===== src/rtl/alu_req_dispatch.sv =====
// ALU request FIFO. The head request is steered to one of NUM_LANES lanes by its warp id.
// Define ALU_REQ_BYPASS_EN for a same-cycle path when empty and for accepting a push while full if the head pops.
`ifndef UUID_BITS
`define UUID_BITS 44
`endif
`ifndef NW_BITS
`define NW_BITS 4
`endif
`ifndef NUM_THREADS
`define NUM_THREADS 4
`endif
`ifndef INST_ALU_BITS
`define INST_ALU_BITS 4
`endif
`ifndef INST_MOD_BITS
`define INST_MOD_BITS 3
`endif
`ifndef NT_BITS
`define NT_BITS 2
`endif
`ifndef NR_BITS
`define NR_BITS 5
`endif

module alu_req_dispatch #(
   parameter int unsigned NUM_LANES = 2,
   parameter int unsigned DEPTH     = 4,
   parameter int unsigned DATAW     = `UUID_BITS + `NW_BITS + `NUM_THREADS + 64 + `INST_ALU_BITS
                                    + `INST_MOD_BITS + 34 + `NT_BITS + 64*`NUM_THREADS + `NR_BITS + 1
) (
   input  logic                        clk,
   input  logic                        reset,
   input  logic                        in_valid,
   input  logic [DATAW-1:0]            in_data,
   output logic                        in_ready,
   input  logic                        flush_valid,
   input  logic [`NW_BITS-1:0]         flush_wid,
   output logic [NUM_LANES-1:0]        out_valid,
   output logic [NUM_LANES*DATAW-1:0]  out_data,
   input  logic [NUM_LANES-1:0]        out_ready,
   output logic [$clog2(DEPTH):0]      occupancy,
   output logic                        empty
);
   localparam int unsigned AW        = $clog2(DEPTH);
   localparam int unsigned LANE_BITS = (NUM_LANES > 1) ? $clog2(NUM_LANES) : 1;
   localparam int unsigned WID_LSB   = DATAW - `UUID_BITS - `NW_BITS;

   logic [DATAW-1:0]     mem [DEPTH];
   logic [DEPTH-1:0]     kill;
   logic [DEPTH-1:0]     live_mask;
   logic [AW:0]          wptr, rptr;
   logic [AW-1:0]        widx, ridx;
   logic                 full, head_live, pop, push, in_kill, bypass;
   logic [DATAW-1:0]     head;
   logic [LANE_BITS-1:0] head_lane;

   function automatic logic [LANE_BITS-1:0] lane_of(input logic [DATAW-1:0] d);
      if (NUM_LANES == 1) return '0;
      return d[WID_LSB +: LANE_BITS];
   endfunction

   assign widx      = wptr[AW-1:0];
   assign ridx      = rptr[AW-1:0];
   assign empty     = (wptr == rptr);
   assign full      = (wptr == {~rptr[AW], rptr[AW-1:0]});
   assign occupancy = wptr - rptr;
   assign head      = mem[ridx];
   assign head_lane = lane_of(head);
   assign head_live = !empty && !kill[ridx];
   // A killed head leaves in one cycle whatever its lane's out_ready is.
   assign pop       = !empty && (kill[ridx] || out_ready[head_lane]);
   assign in_kill   = flush_valid && (in_data[WID_LSB +: `NW_BITS] == flush_wid);

`ifdef ALU_REQ_BYPASS_EN
   logic [LANE_BITS-1:0] in_lane;
   assign in_lane  = lane_of(in_data);
   assign bypass   = empty && in_valid && out_ready[in_lane];
   assign in_ready = !full || pop;
`else
   assign bypass   = 1'b0;
   assign in_ready = !full;
`endif
   assign push = in_valid && in_ready && !bypass;

   always_comb begin
      out_valid = '0;
      out_data  = {NUM_LANES{head}};
      if (head_live) out_valid[head_lane] = 1'b1;
`ifdef ALU_REQ_BYPASS_EN
      // A flushed bypass request is swallowed: accepted upstream, never presented.
      if (bypass) begin
         out_data           = {NUM_LANES{in_data}};
         out_valid[in_lane] = !in_kill;
      end
`endif
   end

   always_comb begin
      live_mask = '0;
      for (int unsigned i = 0; i < DEPTH; i++) begin
         live_mask[i] = ({1'b0, AW'(AW'(i) - ridx)} < occupancy);
      end
   end

   always_ff @(posedge clk or negedge reset) begin
      if (!reset) begin
         wptr <= '0;
         rptr <= '0;
         kill <= '0;
      end else begin
         if (flush_valid) begin
            for (int unsigned i = 0; i < DEPTH; i++) begin
               if (live_mask[i] && (mem[i][WID_LSB +: `NW_BITS] == flush_wid)) kill[i] <= 1'b1;
            end
         end
         // Placed after the flush loop so a push into the slot being vacated owns its kill bit.
         if (push) begin
            kill[widx] <= in_kill;
            wptr       <= wptr + 1'b1;
         end
         if (pop) rptr <= rptr + 1'b1;
      end
   end

   always_ff @(posedge clk) begin
      if (push) mem[widx] <= in_data;
   end

endmodule


===== config.mk =====
export PLATFORM = sky130hd
export DESIGN_NAME = alu_req_dispatch
export DESIGN_NICKNAME = d
export VERILOG_FILES = /design/src/rtl/alu_req_dispatch.sv
export SDC_FILE = /design/constraint.sdc
export NUM_CORES = 1
export LEC_CHECK = 0
export ABC_CLOCK_PERIOD_IN_PS = 13900
export BUFFER_PORTS_ARGS = -buffer_cell sky130_fd_sc_hd__buf_2
export CAP_MARGIN = 40
export CORE_AREA = 2 2 492 494
export CTS_BUF_LIST = sky130_fd_sc_hd__clkbuf_8
export DETAILED_ROUTE_END_ITERATION = 10
export DIE_AREA = 0 0 494 496
export MAX_ROUTING_LAYER = met4
export REMOVE_ABC_BUFFERS = 1
export SYNTH_ARGS = -nofsm -noshare
export SYNTH_HDL_FRONTEND = slang
export SYNTH_SLANG_ARGS = --single-unit

===== constraint.sdc =====
create_clock -name clk -period 13.9 [get_ports clk]
set_input_delay 0 -clock clk [delete_from_list [all_inputs] [get_ports clk]]
set_output_delay 0 -clock clk [all_outputs]
set_load 0.005 [all_outputs]

==> results_dict.tcl, run 1 <==
set metrics [dict create \
    status "finished, final reports clean" \
    synth_top_family_by_area "multiplexers" \
    drv_cap 0 \
    core-area_sq_um 240000 \
    endpoint_kind "output pin" \
    die_w_um 494 \
    drt_iter0_drc 2777 \
    post-route-cell-area_sq_um 86000 \
    first_pass_iters 5 \
    p_per_area_nw_per_um2 214 \
    p_sw_share_pct 35.4 \
    dieArea_sq_um 245000 \
    final_nets 5153 \
    nFillCells 22300 \
    yosys_register_bits 1694 \
    track_usage_pct 15.4 \
    worst_ep_arrival_time_ps 5620 \
    cts_tree "yes" \
    port_buffers 1279 \
    pwr-share-clk_pct 22.7 \
    synth-main-ff-cell "edfxtp_1" \
    hpwl_mm 132 \
    synth.avg_cell_area_sq_um 23.7 \
    maxClockFrequency_mhz 178 \
    fin_skew_ps 74.5 \
    startpoint_type "flip-flop" \
    seqCellArea_sq_um 50800 \
    clkTransAtPathRegs_ps 50 \
    clock-sinks 1694 \
    synth_edf_count 1684 \
    synth_top_area_cell "edfxtp_1" \
    drv_slew 0 \
    crit_path_start "rptr[0]$_DFFE_PN0P_" \
    cts_inserted_buffers 303 \
    boundaryPins 1280 \
    crit_type "reg -> out" \
    synth_xor_area_share_pct 0.350 \
    hp-class "in -> reg" \
    p_leak_nw 30.5 \
    drt_wl_total_mm 192 \
    ys_warn_count 0 \
    cts_root_buffer "clkbuf_8" \
    synth_top_cell_area_share_pct 78.1 \
    antenna_found_initial 15 \
    finalHoldViolCount 0 \
    synth_fa_ha_area_share_pct 0.302 \
    via_count 35200 \
    ys_top_cells_by_count "edfxtp_1, buf_4, mux4_2" \
    dpl_cell_area_sq_um 72000 \
    grt_pass1_vias 36500 \
    routedWlPerCell_um 23.7 \
    drcViolationCount 0 \
    fin_tns_setup_ps 0 \
    grt_pass1_wl_mm 263 \
    viasPerCell 4.35 \
    initial_utilization_pct 27.0 \
    post_cts_buffers 0 \
    multi_input_area_sq_um 10200 \
    final.min_clock_period_ps 5620 \
    grt_max_degree 122 \
    ant_nets 0 \
    gp_congestion 0.894 \
    synth_area_leaders "edfxtp_1, mux4_2, buf_4" \
    synth-simple-area-share_pct 0.153 \
    grt_overflow 0 \
    switching_power_mw 6.52 \
    peakVddDrop_mv 0.147 \
    syn_area_sq_um 64700 \
    clockBufferDepth 4 \
    async_reset_ff_share_pct 0.590 \
    p_seq_share_pct 38.9 \
    reg2reg_from "rptr[1]$_DFFE_PN0P_" \
    htreeDepth 5 \
    intPower_mw 11.9 \
    synth.distinct_cells 30 \
    worst_pin_slew_ps 1070 \
    seq_area_frac_synth_pct 78.5 \
    die_h_um 496 \
    fin_crit_sh_pct 40.4 \
    muxShareOfSynthArea_pct 14.7 \
    hold_start "out_ready[0]" \
    yosysMostFrequentCell "edfxtp_1" \
    layout-drive-gt1-share_pct 43.0 \
    synth_compound_area_share_pct 0.228 \
    slew_headroom_pct 28.6 \
    area_growth_pct 32.8 \
    rows 180 \
    setup_viol 0 \
    rsz0062_at_grt "no" \
    clk_latency_ps 990 \
    netlist_instances 2731 \
    crit_fanout 73 \
    pwr-share-comb_pct 38.4 \
    crit_required_ps 13900 \
]
worst max-delay path, cell delays in order, from the launching register on:
cell and delay (ps):
dfrtp_4 930, buf_12 550, buf_4 610, buf_4 650
buf_4 750, mux4_2 750, buf_2 180
metal layers:
layer | vias to the layer above | share of wire (%) | global-route usage, %
met5 | - | 0 | -
met4 | 0 | 4.3 | 6.47
met3 | 404 | 11 | 6.76
met2 | 1722 | 47 | 23.9
met1 | 18200 | 37 | 17.4
li1 | 14900 | - | -
flip-flops by register name, summed over array words and instances, names as in the netlist:
signal  count
mem      1684
kill        4
rptr        3
wptr        3
logic make-up (layout without fill, tap and decap cells):
group,Yosys count,after routing
buf+inv,531,2697
mux,426,426
other cells,0,10
flops,1694,1694
xor+xnor,25,25
simple gates,20,20
compound gates,20,20
fa+ha+maj,15,15
cell type report:
cell class              count  share of cell area, %
diodes                     10                 0.0291
clock buffers             308                   4.93
clock inverters           187                   1.18
inverters                  11                 0.0480
multi-input cells         506                   11.9
flip-flops and latches   1694                   59.1
well taps                3185                   4.64
repair buffers           2191                   18.2
final timing paths:
path	end	slack, ps	cells past startpoint
max in group asynchronous	rptr[1]$_DFFE_PN0P_	12810	4
hold reg to reg	wptr[2]$_DFFE_PN0P_	530	1
setup reg to reg	mem[1][381]$_DFFE_PP_	8870	8
min in group asynchronous	kill[2]$_DFF_PN0_	670	4
setup / recovery	out_data[249]	8280	6
hold / removal	rptr[2]$_DFFE_PN0P_	240	5
cells in the final DEF (no fill, tap or decap), types with 14 or more instances in the layout:
master | Yosys | layout
xor2_1 | 16 | 16
inv_1 | 10 | 91
buf_2 | 43 | 1279
edfxtp_1 | 1684 | 1684
dlygate4sd3_1 | 0 | 865
ha_1 | 14 | 14
clkinv_1 | 0 | 64
clkinv_2 | 0 | 18
buf_4 | 439 | 32
clkbuf_8 | 0 | 308
mux4_2 | 421 | 421
through the flow:
step | setup WS, ps | hold WS (ps) | std cells | utilization (%) | power [mW]
2_1_floorplan | -14600 | -296 | 2211 | - | 11.9
3_3_place_gp | 8320 | -118 | 6717 | 30.0 | 14.2
3_5_place_dp | 8390 | -116 | 6721 | 30.1 | 14.3
4_1_cts | 7870 | 66.4 | 8081 | 35.9 | 18.7
5_1_grt | 7630 | 118 | 8089 | 35.9 | 19.3
6_report | 8280 | 237 | 8092 | 35.9 | 18.4
power groups by stage:
stage / registers, mW / logic [mW] / clock network [mW]
floorplan: 8.11 / 3.78 / 0
global placement: 7.22 / 6.99 / 0
detailed placement: 7.27 / 6.98 / 0
CTS: 7.17 / 7.23 / 4.32
global route: 7.25 / 7.55 / 4.53
finish: 7.17 / 7.08 / 4.18
timing repair:
action,CTS,global route
resized for setup,0,0
hold buffers,865,0
setup endpoints to repair,0,0
endpoints found under the hold margin,1747,0
Note: power is estimated with default switching activity, not from simulation.
==> run 2, diff against run 1 <==
- ABC_AREA: not set -> 1
- ABC_CLOCK_PERIOD_IN_PS: 13900 -> 5200
- CORE_AREA: 2 2 492 494 -> 2 2 505 507
- DIE_AREA: 0 0 494 496 -> 0 0 507 509
- clock period: 13.9 -> 5.2 ns (I/O delays scaled with it)
==> run 2 against run 1 <==
Compared with the run above:
- sequential power grew to 2.6 times the previous value
- sequential cell count unchanged
- largest power group is now combinational logic
- final area is 2.6% higher
==> results_dict.tcl, run 2 <==
set metrics [dict create \
    peakVddDrop_mv 0.463 \
    synth_top_family_by_area "compound AO/OA/AOI/OAI gates" \
    endpoint_kind "output pin" \
    boundaryPins 1280 \
    first_pass_iters 5 \
    synth_fa_ha_area_share_pct 0.294 \
    post_cts_resize_count 0 \
    clkTransAtPathRegs_ps 60 \
    final_util_pct 34.9 \
    fin_tns_setup_ps 0 \
    dieArea_sq_um 258000 \
    htreeDepth 5 \
    antenna_found_initial 34 \
    clockBufferDepth 4 \
    largest_register_ffs 1684 \
    cts_inserted_buffers 303 \
    drv_slew 0 \
    drv_cap 0 \
    hp-class "in -> async" \
    cts_root_buffer "clkbuf_8" \
    nFillCells 24400 \
    track_usage_pct 18.2 \
    grt_overflow 0 \
    multi_input_area_sq_um 10800 \
    area_growth_pct 32.8 \
    via_count 47300 \
    layout-drive-gt1-share_pct 26.5 \
    async_reset_ff_share_pct 0.590 \
    ys_top_cells_by_count "edfxtp_1, nor2_1, o21ai_0" \
    syn_area_sq_um 66400 \
    final.min_clock_period_ps 4500 \
    synth-main-ff-cell "edfxtp_1" \
    gp_congestion 0.895 \
    top_regs "mem: 1684 flops, kill: 4 flops" \
    core-area_sq_um 253000 \
    p_per_area_nw_per_um2 611 \
    routedWlPerCell_um 23.5 \
    synth_edf_count 1684 \
    final_cell_mix "edfxtp_1, buf_2, dlygate4sd3_1" \
    viasPerCell 4.65 \
    clk_latency_ps 990 \
    rows 185 \
    die_h_um 509 \
    crit_required_ps 5200 \
    initial_utilization_pct 26.3 \
    grt_max_degree 269 \
    seq_area_frac_synth_pct 76.5 \
    seqCellArea_sq_um 50800 \
    synth_area_leaders "edfxtp_1, o21ai_0, buf_4" \
    status "finished, final reports clean" \
    cts_tree "yes" \
    ant_nets 0 \
    final_nets 7033 \
    top_register "mem" \
    drcViolationCount 0 \
    muxShareOfSynthArea_pct 0 \
    netlist_instances 4684 \
    crit_fanout 192 \
    yosys_register_bits 1694 \
    synth_top_area_cell "edfxtp_1" \
    fin_skew_ps 80.3 \
    ys_warn_count 0 \
    worst_pin_slew_ps 1230 \
    clock-sinks 1694 \
    slew_headroom_pct 17.7 \
    r2r_slack_ps 1010 \
    synth-simple-area-share_pct 5.38 \
    finalHoldViolCount 0 \
    synth_xor_area_share_pct 0.0659 \
    setup_viol 0 \
    final_common_cell "edfxtp_1" \
    grt_pass1_vias 46500 \
    worst_ep_arrival_time_ps 4500 \
    fin_crit_sh_pct 86.6 \
    synth_compound_area_share_pct 10.5 \
    yosysMostFrequentCell "edfxtp_1" \
    drt_wl_total_mm 239 \
    p_leak_nw 32.0 \
    port_buffers 1279 \
    crit_type "reg -> out" \
    synth.distinct_cells 28 \
    maxClockFrequency_mhz 222 \
    synth_top_cell_area_share_pct 76.2 \
    rsz0062_at_grt "no" \
    worst-r2r-cell-count 12 \
    drt_iter0_drc 4435 \
    die_w_um 507 \
    synth.avg_cell_area_sq_um 14.2 \
    grt_pass1_wl_mm 331 \
    startpoint_type "flip-flop" \
    hpwl_mm 165 \
]
run 2: cell count changes after synthesis, moves of 36 or more:
cell,before,now
nor2_1,3,851
o21ai_0,1,843
o22ai_1,0,422
mux4_2,421,0
clkbuf_1,25,167
nand2_1,4,59
inv_1,10,46
run 2: area by class of cell:
class                      instances  share of cell area [%]
antenna                           22                  0.0624
clock buffer                     305                    4.76
timing repair buffer            2300                    18.9
tap                             3366                    4.77
sequential                      1694                    57.6
inverter                          48                   0.277
multi-input combinational       2240                    12.2
clock inverter                   213                    1.42
run 2: cells by family (layout without fill, tap and decap cells):
family,count (synthesis),in the layout
DFF,1694,1694
adders and majority gates,15,15
and+or+nand+nor,938,938
AOI/OAI and AO/OA,1282,1282
other,0,22
buffers and inverters,750,2866
xor gates and xnor gates,5,5
run 2: report_power, final:
part | internal, mW | total [mW] | switching [mW] | leakage, nW
clock network | 6.10 | 11.5 | 5.45 | 3.10
registers | 18.3 | 19.0 | 0.664 | 15.5
logic | 7.13 | 23.4 | 16.3 | 13.4
total | 31.5 | 53.9 | 22.4 | 32.0
run 2: worst max-delay path, stage by stage, from the launching register on:
cell	delay, ps
dfrtp_4	650
clkinv_16	280
buf_16	410
buf_4	360
o21ai_0	100
o22ai_1	860
buf_2	270
run 2: layer usage:
| layer | routed length [um] | GRT usage (%) | vias to the layer above |
|---|---|---|---|
| li1 | - | - | 20900 |
| met1 | 93600 | 21.5 | 23600 |
| met2 | 108000 | 27.4 | 2391 |
| met3 | 28300 | 7.51 | 510 |
| met4 | 9690 | 7.22 | 0 |
| met5 | 0 | - | - |
run 2: path summary, 6_finish.rpt:
path / from / end
worst max-delay path: rptr[0]$_DFFE_PN0P_ / out_data[152]
worst min-delay path: reset / wptr[2]$_DFFE_PN0P_
worst max register to register: rptr[0]$_DFFE_PN0P_ / kill[1]$_DFF_PN0_
worst min register to register: wptr[2]$_DFFE_PN0P_ / wptr[2]$_DFFE_PN0P_
max in group asynchronous: reset / rptr[1]$_DFFE_PN0P_
min in group clk: flush_wid[2] / kill[2]$_DFF_PN0_
run 2: stage by stage:
step	std cells	hold WS, ps	total power [mW]	setup WS [ps]	instance area [sq um]
6_report	10200	188	53.9	696	88200
5_1_grt	10200	150	56.8	569	88200
4_1_cts	10200	108	54.3	917	88100
3_5_place_dp	8774	-94.9	42.0	1760	73900
3_3_place_gp	8763	-99.8	41.7	1610	73800
2_1_floorplan	3982	-296	27.1	-18640	61800
run 2: repair_timing:
action,in CTS,in global routing
hold endpoints to repair,2294,0
buffers inserted,0,0
hold buffers,872,0
